`config.mk`:
```
export PLATFORM = sky130hd
export DESIGN_NAME = sprite_plot_engine_flat
export DESIGN_NICKNAME = d
export VERILOG_FILES = /design/src/rtl/plot_pkg.sv /design/src/rtl/sprite_plot_engine_if.sv /design/src/rtl/scan_counter_2d.sv /design/src/rtl/sprite_plot_engine.sv /design/src/flat_wrapper.sv
export SDC_FILE = /design/constraint.sdc
export NUM_CORES = 1
export LEC_CHECK = 0
export ABC_AREA = 1
export BUFFER_PORTS_ARGS = -buffer_cell sky130_fd_sc_hd__buf_2
export CORE_AREA = 10 10 135 137
export DETAILED_ROUTE_END_ITERATION = 8
export DIE_AREA = 0 0 145 147
export HOLD_SLACK_MARGIN = 0.03
export PLACE_DENSITY = 0.5
export SKIP_LAST_GASP = 1
export SYNTH_ARGS = -nofsm -noshare
export SYNTH_HDL_FRONTEND = slang
export SYNTH_SLANG_ARGS = --single-unit
```
`constraint.sdc`:
```
create_clock -name CLOCK_50 -period 3.25 [get_ports CLOCK_50]
set_input_delay 0.4875 -clock CLOCK_50 [delete_from_list [all_inputs] [get_ports CLOCK_50]]
set_output_delay 0.4875 -clock CLOCK_50 [all_outputs]
set_load 0.005 [all_outputs]
```
`src/rtl/plot_pkg.sv`:
```
// Shared constants for the sprite plot engine: FSM encoding, default screen
// geometry and coordinate/colour widths.
package plot_pkg;

    localparam int DEF_SCREEN_W = 160;
    localparam int DEF_SCREEN_H = 120;
    localparam int DEF_X_W      = 8;
    localparam int DEF_Y_W      = 7;
    localparam int DEF_COLOUR_W = 6;

    localparam logic [2:0] ST_IDLE  = 3'd0;
    localparam logic [2:0] ST_CLEAR = 3'd1;
    localparam logic [2:0] ST_LOAD  = 3'd2;
    localparam logic [2:0] ST_DRAW  = 3'd3;
    localparam logic [2:0] ST_DONE  = 3'd4;

    // Counter width for n states, never narrower than one bit.
    function automatic int cnt_w(input int n);
        return (n > 1) ? $clog2(n) : 1;
    endfunction

endpackage

```
`src/rtl/sprite_plot_engine_if.sv`:
```
// Controller-side request/sprite bus and framebuffer pixel bus of the plot engine.
interface sprite_plot_engine_if import plot_pkg::*; #(
    parameter int X_W         = DEF_X_W,
    parameter int Y_W         = DEF_Y_W,
    parameter int COLOUR_W    = DEF_COLOUR_W,
    parameter int NUM_SPRITES = 2
);
    logic                            start;
    logic                            mode;
    logic [COLOUR_W-1:0]             bg_colour;
    logic [NUM_SPRITES-1:0]          spr_en;
    logic [NUM_SPRITES*X_W-1:0]      spr_x;
    logic [NUM_SPRITES*Y_W-1:0]      spr_y;
    logic [NUM_SPRITES*COLOUR_W-1:0] spr_colour;
    logic [X_W-1:0]                  x;
    logic [Y_W-1:0]                  y;
    logic [COLOUR_W-1:0]             colour;
    logic                            plot;
    logic                            busy;
    logic                            done;

    modport master (
        output start, mode, bg_colour, spr_en, spr_x, spr_y, spr_colour,
        input  x, y, colour, plot, busy, done
    );

    modport slave (
        input  start, mode, bg_colour, spr_en, spr_x, spr_y, spr_colour,
        output x, y, colour, plot, busy, done
    );
endinterface

```
`src/rtl/scan_counter_2d.sv`:
```
// Row-major W x H position counter; nx/ny give the following position so the
// caller can register it alongside the advance.
module scan_counter_2d import plot_pkg::*; #(
    parameter int W  = 16,
    parameter int H  = 16,
    parameter int XW = cnt_w(W),
    parameter int YW = cnt_w(H)
) (
    input  logic          clk,
    input  logic          rst_n,
    input  logic          clr,
    input  logic          en,
    output logic [XW-1:0] nx,
    output logic [YW-1:0] ny,
    output logic          last
);
    logic [XW-1:0] cx_q, cx_d;
    logic [YW-1:0] cy_q, cy_d;
    logic          x_end, y_end;

    assign x_end = (cx_q == XW'(W - 1));
    assign y_end = (cy_q == YW'(H - 1));
    assign last  = x_end && y_end;

    always_comb begin
        nx   = x_end ? '0 : cx_q + XW'(1);
        ny   = x_end ? (y_end ? '0 : cy_q + YW'(1)) : cy_q;
        cx_d = cx_q;
        cy_d = cy_q;
        if (clr) begin
            cx_d = '0;
            cy_d = '0;
        end else if (en) begin
            cx_d = nx;
            cy_d = ny;
        end
    end

    always_ff @(posedge clk or negedge rst_n) begin
        if (!rst_n) begin
            cx_q <= '0;
            cy_q <= '0;
        end else begin
            cx_q <= cx_d;
            cy_q <= cy_d;
        end
    end
endmodule

```
`src/rtl/sprite_plot_engine.sv`:
```
// Framebuffer write engine: clears the screen or draws clipped solid sprites,
// one registered pixel per clock, with busy/done handshake.
module sprite_plot_engine import plot_pkg::*; #(
    parameter int SCREEN_W    = DEF_SCREEN_W,
    parameter int SCREEN_H    = DEF_SCREEN_H,
    parameter int X_W         = DEF_X_W,
    parameter int Y_W         = DEF_Y_W,
    parameter int COLOUR_W    = DEF_COLOUR_W,
    parameter int NUM_SPRITES = 2,
    parameter int SPR_W       = 16,
    parameter int SPR_H       = 16
) (
    input  logic                 CLOCK_50,
    input  logic                 resetn,
    sprite_plot_engine_if.slave  bus
);
    localparam int SLOT_W = cnt_w(NUM_SPRITES);
    localparam int CLR_XW = cnt_w(SCREEN_W);
    localparam int CLR_YW = cnt_w(SCREEN_H);
    localparam int SPR_XW = cnt_w(SPR_W);
    localparam int SPR_YW = cnt_w(SPR_H);

    logic [2:0]                      state_q, state_d;
    logic [SLOT_W-1:0]               slot_q, slot_d;
    logic [COLOUR_W-1:0]             bg_q, bg_d;
    logic [NUM_SPRITES-1:0]          en_q, en_d;
    logic [NUM_SPRITES*X_W-1:0]      spr_x_q, spr_x_d;
    logic [NUM_SPRITES*Y_W-1:0]      spr_y_q, spr_y_d;
    logic [NUM_SPRITES*COLOUR_W-1:0] spr_col_q, spr_col_d;
    logic [X_W-1:0]                  x_q, x_d;
    logic [Y_W-1:0]                  y_q, y_d;
    logic [COLOUR_W-1:0]             colour_q, colour_d;
    logic                            plot_q, plot_d, busy_q, busy_d, done_q, done_d;

    logic [X_W-1:0]      slot_x   [NUM_SPRITES];
    logic [Y_W-1:0]      slot_y   [NUM_SPRITES];
    logic [COLOUR_W-1:0] slot_col [NUM_SPRITES];

    for (genvar gi = 0; gi < NUM_SPRITES; gi++) begin : g_slot
        assign slot_x[gi]   = spr_x_q[gi*X_W +: X_W];
        assign slot_y[gi]   = spr_y_q[gi*Y_W +: Y_W];
        assign slot_col[gi] = spr_col_q[gi*COLOUR_W +: COLOUR_W];
    end

    logic [CLR_XW-1:0] clr_nx;
    logic [CLR_YW-1:0] clr_ny;
    logic              clr_last;
    logic [SPR_XW-1:0] spr_nx, off_x;
    logic [SPR_YW-1:0] spr_ny, off_y;
    logic              spr_last;

    scan_counter_2d #(.W(SCREEN_W), .H(SCREEN_H), .XW(CLR_XW), .YW(CLR_YW)) u_clr_scan (
        .clk(CLOCK_50), .rst_n(resetn),
        .clr(state_q != ST_CLEAR), .en(state_q == ST_CLEAR),
        .nx(clr_nx), .ny(clr_ny), .last(clr_last)
    );

    scan_counter_2d #(.W(SPR_W), .H(SPR_H), .XW(SPR_XW), .YW(SPR_YW)) u_spr_scan (
        .clk(CLOCK_50), .rst_n(resetn),
        .clr(state_q == ST_LOAD), .en(state_q == ST_DRAW),
        .nx(spr_nx), .ny(spr_ny), .last(spr_last)
    );

    // In LOAD the counter still holds the previous slot, so the first pixel uses offset 0.
    logic [X_W:0] sx;
    logic [Y_W:0] sy;
    logic         in_screen, last_slot, emit;

    assign off_x     = (state_q == ST_LOAD) ? '0 : spr_nx;
    assign off_y     = (state_q == ST_LOAD) ? '0 : spr_ny;
    assign sx        = {1'b0, slot_x[slot_q]} + (X_W+1)'(off_x);
    assign sy        = {1'b0, slot_y[slot_q]} + (Y_W+1)'(off_y);
    assign in_screen = (sx < (X_W+1)'(SCREEN_W)) && (sy < (Y_W+1)'(SCREEN_H));
    assign last_slot = (slot_q == SLOT_W'(NUM_SPRITES - 1));

    always_comb begin
        state_d   = state_q;
        slot_d    = slot_q;
        bg_d      = bg_q;
        en_d      = en_q;
        spr_x_d   = spr_x_q;
        spr_y_d   = spr_y_q;
        spr_col_d = spr_col_q;
        x_d       = x_q;
        y_d       = y_q;
        colour_d  = colour_q;
        plot_d    = 1'b0;
        busy_d    = busy_q;
        done_d    = 1'b0;
        emit      = 1'b0;
        case (state_q)
            ST_IDLE: if (bus.start) begin
                bg_d      = bus.bg_colour;
                en_d      = bus.spr_en;
                spr_x_d   = bus.spr_x;
                spr_y_d   = bus.spr_y;
                spr_col_d = bus.spr_colour;
                slot_d    = '0;
                busy_d    = 1'b1;
                if (bus.mode) begin
                    state_d  = ST_CLEAR;
                    x_d      = '0;
                    y_d      = '0;
                    colour_d = bus.bg_colour;
                    plot_d   = 1'b1;
                end else begin
                    state_d = ST_LOAD;
                end
            end
            ST_CLEAR: if (clr_last) begin
                state_d = ST_DONE;
                done_d  = 1'b1;
            end else begin
                x_d      = X_W'(clr_nx);
                y_d      = Y_W'(clr_ny);
                colour_d = bg_q;
                plot_d   = 1'b1;
            end
            ST_LOAD: if (en_q[slot_q]) begin
                state_d = ST_DRAW;
                emit    = 1'b1;
            end else if (last_slot) begin
                state_d = ST_DONE;
                done_d  = 1'b1;
            end else begin
                slot_d = slot_q + SLOT_W'(1);
            end
            ST_DRAW: if (!spr_last) begin
                emit = 1'b1;
            end else if (last_slot) begin
                state_d = ST_DONE;
                done_d  = 1'b1;
            end else begin
                state_d = ST_LOAD;
                slot_d  = slot_q + SLOT_W'(1);
            end
            default: begin
                state_d = ST_IDLE;
                busy_d  = 1'b0;
            end
        endcase
        // Clipped pixels consume their cycle but leave the pixel bus untouched.
        if (emit) begin
            plot_d = in_screen;
            if (in_screen) begin
                x_d      = sx[X_W-1:0];
                y_d      = sy[Y_W-1:0];
                colour_d = slot_col[slot_q];
            end
        end
    end

    always_ff @(posedge CLOCK_50 or negedge resetn) begin
        if (!resetn) begin
            state_q   <= ST_IDLE;
            slot_q    <= '0;
            bg_q      <= '0;
            en_q      <= '0;
            spr_x_q   <= '0;
            spr_y_q   <= '0;
            spr_col_q <= '0;
            x_q       <= '0;
            y_q       <= '0;
            colour_q  <= '0;
            plot_q    <= 1'b0;
            busy_q    <= 1'b0;
            done_q    <= 1'b0;
        end else begin
            state_q   <= state_d;
            slot_q    <= slot_d;
            bg_q      <= bg_d;
            en_q      <= en_d;
            spr_x_q   <= spr_x_d;
            spr_y_q   <= spr_y_d;
            spr_col_q <= spr_col_d;
            x_q       <= x_d;
            y_q       <= y_d;
            colour_q  <= colour_d;
            plot_q    <= plot_d;
            busy_q    <= busy_d;
            done_q    <= done_d;
        end
    end

    assign bus.x      = x_q;
    assign bus.y      = y_q;
    assign bus.colour = colour_q;
    assign bus.plot   = plot_q;
    assign bus.busy   = busy_q;
    assign bus.done   = done_q;
endmodule

```
`src/flat_wrapper.sv`:
```
// flat-port wrapper written by rule: the top's interface ports become plain ports
module sprite_plot_engine_flat import plot_pkg::*;
#(
    parameter int SCREEN_W    = DEF_SCREEN_W,
    parameter int SCREEN_H    = DEF_SCREEN_H,
    parameter int X_W         = DEF_X_W,
    parameter int Y_W         = DEF_Y_W,
    parameter int COLOUR_W    = DEF_COLOUR_W,
    parameter int NUM_SPRITES = 2,
    parameter int SPR_W       = 16,
    parameter int SPR_H       = 16
)
  (CLOCK_50, resetn, bus_start, bus_mode, bus_bg_colour, bus_spr_en, bus_spr_x, bus_spr_y, bus_spr_colour, bus_x, bus_y, bus_colour, bus_plot, bus_busy, bus_done);
  sprite_plot_engine_if #(.X_W(X_W), .Y_W(Y_W), .COLOUR_W(COLOUR_W), .NUM_SPRITES(NUM_SPRITES)) bus_i ();
  input  logic CLOCK_50;
  input  logic resetn;
  input wire logic [$bits(bus_i.start)-1:0] bus_start;
  input wire logic [$bits(bus_i.mode)-1:0] bus_mode;
  input wire logic [$bits(bus_i.bg_colour)-1:0] bus_bg_colour;
  input wire logic [$bits(bus_i.spr_en)-1:0] bus_spr_en;
  input wire logic [$bits(bus_i.spr_x)-1:0] bus_spr_x;
  input wire logic [$bits(bus_i.spr_y)-1:0] bus_spr_y;
  input wire logic [$bits(bus_i.spr_colour)-1:0] bus_spr_colour;
  output wire logic [$bits(bus_i.x)-1:0] bus_x;
  output wire logic [$bits(bus_i.y)-1:0] bus_y;
  output wire logic [$bits(bus_i.colour)-1:0] bus_colour;
  output wire logic [$bits(bus_i.plot)-1:0] bus_plot;
  output wire logic [$bits(bus_i.busy)-1:0] bus_busy;
  output wire logic [$bits(bus_i.done)-1:0] bus_done;
  assign bus_i.start = bus_start;
  assign bus_i.mode = bus_mode;
  assign bus_i.bg_colour = bus_bg_colour;
  assign bus_i.spr_en = bus_spr_en;
  assign bus_i.spr_x = bus_spr_x;
  assign bus_i.spr_y = bus_spr_y;
  assign bus_i.spr_colour = bus_spr_colour;
  assign bus_x = bus_i.x;
  assign bus_y = bus_i.y;
  assign bus_colour = bus_i.colour;
  assign bus_plot = bus_i.plot;
  assign bus_busy = bus_i.busy;
  assign bus_done = bus_i.done;
  sprite_plot_engine #(.SCREEN_W(SCREEN_W), .SCREEN_H(SCREEN_H), .X_W(X_W), .Y_W(Y_W), .COLOUR_W(COLOUR_W), .NUM_SPRITES(NUM_SPRITES), .SPR_W(SPR_W), .SPR_H(SPR_H)) u_core (.CLOCK_50(CLOCK_50), .resetn(resetn), .bus(bus_i));
endmodule
```
==> Word-level counts from Yosys, hierarchy flattened <==
Cells that the tools add are included.
Widths: inputs -> output; s select.
{ "op_classes": {"addsub": 7, "n_mul": 0, "n_div": 0, "magnitude_cmp": 4, "eq_ne": 13, "n_shift": 0, "mux": 73, "n_bitwise": 2, "reduce_logical": 12} }
{ "ops": {"columns": ["operator", "count"], "rows": [
  ["$mux 8", 11],
  ["$mux 7", 12],
  ["$mux 6", 8],
  ["$mux 4", 9],
  ["$mux 3", 6],
  ["$mux 1", 17],
  ["$pmux 8 s2", 1],
  ["$pmux 7 s2", 1],
  ["$pmux 3 s4", 1],
  ["$pmux 6 s2", 1],
  ["$add 8x4->9", 1],
  ["$lt 9x8->1 const B", 1],
  ["$add 4x1->4 const B", 2],
  ["$add 7x4->8", 1],
  ["$add 8x1->8 const B", 1],
  ["$eq 4x4->1 const B", 2],
  ["$eq 8x8->1 const B", 1],
  ["$lt 8x7->1 const B", 1],
  ["$reduce_and 4->1", 2],
  ["$add 7x1->7 const B", 1],
  ["$eq 7x7->1 const B", 1],
  ["$eq 3x2->1 const B", 2],
  ["$ne 3x1->1 const B", 2],
  ["$pmux 1 s2", 3],
  ["16 further kinds", 23]
]} }
{ "totals": {"register_bits": 101, "latchBits": 0, "ramBits": 0, "rom_bits": 0, "inputBits": 54, "wordCells": 128, "n_memories": 0} }

==> Logic depth before layout (Yosys ltp) <==
{ "logic_depth": {"ltp_word": 9, "ltp_mapped": 20, "mapped_depth_nobuf": 19} }

==> Hierarchy <==
A second synthesis with hierarchy kept.
{ "unflattened": {"hier_cells": 794, "hier_area_um2": 5821.8} }
{ "modules_own_cells": {"columns": ["mod", "instances", "cells_per_inst", "area_each_um2", "seq_area_each_um2"], "rows": [
  ["sprite_plot_engine", 1, 584, 4301.6, 1951.9],
  ["scan_counter_2d at u_core.u_clr_scan", 1, 142, 1014.7, 375.4],
  ["scan_counter_2d at u_core.u_spr_scan", 1, 68, 505.5, 200.2]
]} }

==> Worst setup path after synthesis <==
OpenSTA, ideal clock, no wires.
{ "synth_timing": {"path_kind": "register to register", "start": "register u_core.slot_q, in the netlist u_core.last_slot", "end": "register u_core.colour_q[4], in the netlist u_core.bus.colour[4]", "setup_time_ns": 0.117, "t_arrival_ns": 2.814, "slack_ns": 0.320, "stages_incl_launch_ff": 18, "n_path_buf": 4, "cell_sequence": "dfrtp_1 > buf_4 > buf_2 > buf_1 > nand2_1 > nand2_1 > ha_1 > inv_1 > fa_1 > o21ai_1 > nand3_1 > nand2_1 > nand3_1 > a21oi_2 > nand3_2 > buf_2 > nand3_1 > nand2_1"} }
{ "synth_via": {"elab_chain_len": 9, "word_cells_on_any_way": 21} }
{ "synth_rtl": {"columns": ["element", "line_no", "rtl"], "rows": [
  ["start: declaration", "sprite_plot_engine.sv:24", "logic [SLOT_W-1:0] slot_q, slot_d;"],
  ["start signal: assignment", "sprite_plot_engine.sv:170", "slot_q <= slot_d;"],
  ["$not 1->2 (not written as such)", "sprite_plot_engine.sv:71, sprite_plot_engine.sv:72, sprite_plot_engine.sv:148", null],
  ["$mux 8 (not written as such) or $mux 7 (tied branches) (3 in a row)", "sprite_plot_engine.sv:71, sprite_plot_engine.sv:72", null],
  ["$add 8x4->9 or $add 7x4->8 (tied branches)", "sprite_plot_engine.sv:71, sprite_plot_engine.sv:72", null],
  ["$lt 9x8->1 or $lt 8x7->1 (tied branches)", "sprite_plot_engine.sv:73", "assign in_screen = (sx < (X_W+1)'(SCREEN_W)) && (sy < (Y_W+1)'(SCREEN_H));"],
  ["$logic_and 1x1->1", "sprite_plot_engine.sv:73", null],
  ["$mux 6", "sprite_plot_engine.sv:145", "if (in_screen) begin"],
  ["$mux 6 (*)", "sprite_plot_engine.sv:143", "if (emit) begin"],
  ["net u_core.colour_d[4]", "sprite_plot_engine.sv:32", "logic [COLOUR_W-1:0] colour_q, colour_d;"],
  ["end signal: assignment", "sprite_plot_engine.sv:178", "colour_q <= colour_d;"],
  ["end: declaration", "sprite_plot_engine.sv:32", null]
]} }
The timed path passes the listed nets; every way through them passes the cells marked *. The select of a mux whose other input is x is not followed.
A chain may end at the register's enable or synchronous reset.

==> Worst setup path in the final report <==
{ "layout_timing": {"start": "register u_core.slot_q, in the netlist u_core.last_slot", "end": "register u_core.y_q[6], in the netlist u_core.bus.y[6]"} }
{ "layout_via": {"elab_chain_len": 9, "word_cells_on_any_way": 18} }
{ "layout_rtl": {"columns": ["element", "line_no", "rtl"], "rows": [
  ["$not 1->2 (not written as such)", "sprite_plot_engine.sv:71, sprite_plot_engine.sv:72", null],
  ["$mux 8 (not written as such) or $mux 7 (tied branches) (3 in a row)", "sprite_plot_engine.sv:71, sprite_plot_engine.sv:72", null],
  ["$add 8x4->9 or $add 7x4->8 (tied branches)", "sprite_plot_engine.sv:71, sprite_plot_engine.sv:72", null],
  ["$lt 9x8->1 or $lt 8x7->1 (tied branches)", "sprite_plot_engine.sv:73", null],
  ["$logic_and 1x1->1", "sprite_plot_engine.sv:73", null],
  ["$mux 7", "sprite_plot_engine.sv:145", null],
  ["$mux 7 (*)", "sprite_plot_engine.sv:143", null],
  ["net u_core.y_d[6]", "sprite_plot_engine.sv:31", "logic [Y_W-1:0] y_q, y_d;"],
  ["end signal: assignment", "sprite_plot_engine.sv:177", "y_q <= y_d;"],
  ["end: declaration", "sprite_plot_engine.sv:31", null]
]} }
Marked as above.

==> results.txt <==
outcome: complete, no violations
syn nets: 772
hpwl dp: 10.6 mm
Skew-Pair Late Insertion Delay: 360 ps
Synth Flop Type: dfrtp_1
Top Ports: 78
Die ar.: 21300 um2
# DRC: 0
r2r worst-path depth: 13
syn avg cell area: 7.54 um2
post-route clock period utilization: 0.929
Post-synth EDFFs: 0
PwrDens: 885 nW/um2
Clock Skew: 11.5 ps
Sink Count: 101
RR Startpoint: u_core.last_slot
share of layout cells above drive strength 1: 0.165
first-pass GRT wire length: 23.8 mm
sequential power share: 0.353
Leakage Power: 3.39 nW
Non-Filler Cell Area, Final: 6300 um2
Vias: 4664
DRT iter0 DRCs: 270
row count: 46
Slew Viols, Final: 0
crit end category: flip-flop
CTS tree: yes
H-tree Lvls: 3
Psw: 0.00240 W
die width: 145 um
worst reg2reg setup slack: 230 ps
CP Max Fanout: 23
Routability Congestion: 0.834
Netlist Area Pre-Place: 5310 um2
Reg area: 2530 um2
Inserted Clock Buffers: 9
critical path's top delay family: compound AO/OA/AOI/OAI gates
global route overflow: 0
Slowest-stage cell, CP: dfrtp_1
wire length per cell: 14.2 um
RSZ-0062 raised after global routing: no
CP Class: reg -> reg
Max-Cap Viols: 0
Core ar.: 15600 um2
Setup Viol. Count Final: 0
setup TNS: 0 ps
Int Pwr: 0.00318 W
RR Endpoint: u_core.bus.y[6]
CTS Root Cell: clkbuf_16
largest area contributor in the netlist: dfrtp_1
CP startpoint: u_core.last_slot
Antenna Nets Post-Route: 0
Final Hold Fails: 0
GRT Util Overall: 0.135
Sw Ratio: 0.430
register area share after synthesis: 0.476
largest net degree at the start of global routing: 55
area occupied by multi-input gates: 2420 um2
power share of the clock group: 0.203
vias in the first global route: 4672
VDD IR max: 0.345 mV
Cells after Synth: 704
Antenna Cells: 0
Async S/R FF share, synth: 1.00
layout net count: 849
largest cells by area after synthesis: dfrtp_1 (48%), nand2_1 (20%), inv_1 (4.7%)
HP Class: in -> async
slowest cell delay on critical path: 530 ps
Total Wirelength: 14.2 mm
Critical Path Source Type: flip-flop
clk buf depth: 2
number of distinct library cells after synthesis: 40
area grow syn2layout: 18.7%
Comb power frac: 0.444
min Tclk post-route: 3020 ps
highest clock rate: 331 MHz
vias per cell: 4.65
dpl cell area: 5970 um2
YS warnings: 0
max_slew headroom: 0.530
Worst-Margin Slew: 704 ps
number of port buffers: 77
Pre-antenna DRT Iters: 5
CP required: 3490 ps
Initial Util: 0.340
Seq cells post-synth: 101
Buf/Inv on CP: 2
initial antenna violation count: 0
CTS Hold Bufs: 0
Reg clk slew, reported paths: 80 ps
Die Ht: 147 um
top cell type's share of synthesized area: 0.476
Fillers: 1695
Crit path arrival time: 3260 ps
sequence of cells on the critical path: buf_4 > o21ai_0 > ha_1 > nand3_1 > nand2_1 > a21oi_1 > nor2_1 > nand3_1 > nand2_1 > a21oi_2 > nand3_2 > buf_4 > a21boi_0
Pwr Total: 0.00558 W
==> cell usage after synthesis (2+ instances only) <==
cell / n
nand2_1: 289
dfrtp_1: 101
inv_1: 67
o21ai_0: 46
nand3_1: 45
nor2_1: 38
clkbuf_1: 14
ha_1: 12
xor2_1: 9
a21oi_1: 8
nand4_1: 8
o21ai_1: 8
buf_2: 5
buf_4: 5
inv_2: 5
nor2_2: 5
o211ai_1: 5
nand3_2: 3
o22ai_1: 3
xnor2_1: 3
fa_1: 2
nor3_1: 2
o21ai_2: 2
or2_0: 2
or2_1: 2
==> metal layers <==
layer / part of all wire / routed length, um / GRT usage
met2: 0.44 / 6180 / 0.197
met1: 0.50 / 7130 / 0.187
met4: 0.014 / 192 / 0.0403
met5: 0 / 0 / 0
met3: 0.049 / 694 / 0.0418
==> worst max-delay path by stage <==
| stage | endpoint | slack, ps | depth (start not counted) |
|---|---|---|---|
| after floorplan | u_core.bus.colour[4] | 320 | 17 |
| after global placement | u_core.bus.x[0] | 330 | 16 |
| after detailed placement | u_core.bus.x[3] | 230 | 17 |
| after CTS | u_core.bus.x[3] | 210 | 17 |
| after global routing | u_core.bus.x[0] | 40 | 14 |
| final | u_core.bus.y[6] | 230 | 13 |
==> final cells by class <==
type | instances | share of cell area
Clock buffer | 9 | 0.0357
Timing Repair Buffer | 91 | 0.0808
Inverter | 72 | 0.0429
Tap cell | 216 | 0.0429
Multi-Input combinational cell | 506 | 0.384
Sequential cell | 101 | 0.401
Clock inverter | 7 | 0.0125
==> power groups by stage <==
stage	clock, W	combinational, W	sequential [W]
floorplan	0	0.00174	0.00193
global placement	0	0.00248	0.00198
detailed placement	0	0.00250	0.00199
CTS	0.00118	0.00252	0.00197
global route	0.00121	0.00288	0.00203
finish	0.00114	0.00248	0.00197
==> cells by family (layout without fill, tap and decap cells) <==
group           after synthesis  count (layout)  synth area share
compound gates               83              83            0.0886
xor+xnor                     12              12            0.0198
fa+ha+maj                    14              14            0.0358
buf+inv                      97             179            0.0733
flops                       101             101             0.476
mux                           1               1           0.00189
simple gates                396             396             0.305
==> worst reg2reg max path, delay by kind of cell (launching register included) <==
family,cells,cell delay (ps)
buffers and inverters,2,520
flip-flops,1,530
adder cells (fa/ha/maj),1,340
AO/OA/AOI/OAI,4,1030
AND/OR/NAND/NOR,6,480
==> stage by stage <==
stage	hold slack, ps	std cells	util	worst slack [ps]
after floorplan	192	704	-	320
after global placement	450	986	0.383	331
after detailed placement	452	986	0.383	231
after CTS	175	1002	0.403	210
after global routing	198	1002	0.404	38.5
final	146	1002	0.404	232
==> cell usage in the layout (no fill, tap or decap), types with 2 or more instances in the layout <==
master	count
a21oi_1	8
inv_6	5
inv_2	5
ha_1	12
nand3_2	3
nor2_2	4
xnor2_1	3
nand2_1	289
nand3_1	45
or2_0	2
nand4_1	8
xor2_1	8
inv_1	67
o211ai_1	5
dfrtp_1	101
fa_1	2
or2_1	2
nor2_4	2
buf_2	76
nor3_1	2
o21ai_1	7
buf_4	13
o21ai_2	3
o21ai_0	46
clkbuf_16	9
nor2_1	37
o22ai_1	3
==> sequential cells by signal, indices dropped and copies added, names as in the netlist <==
name	count
u_core.spr_y_q	14
u_core.bus.busy	1
u_core.bus.done	1
u_core.bus.plot	1
u_core.spr_col_q	12
u_core.u_spr_scan.cy_q	4
u_core.u_spr_scan.cx_q	4
u_core.u_clr_scan.cx_q	8
u_core.bus.x	8
u_core.state_q	3
u_core.bg_q	6
u_core.u_clr_scan.cy_q	7
u_core.en_q	2
u_core.bus.colour	6
u_core.last_slot	1
u_core.bus.y	7
u_core.spr_x_q	16
==> timing repair <==
| item | 4_1_cts | 5_1_grt |
|---|---|---|
| buffers inserted | 0 | 0 |
| resized for setup | 0 | 5 |
| hold endpoints to repair | 0 | 0 |
| endpoints found under the setup margin | 0 | 21 |
Power figures use the tool's default switching activity.
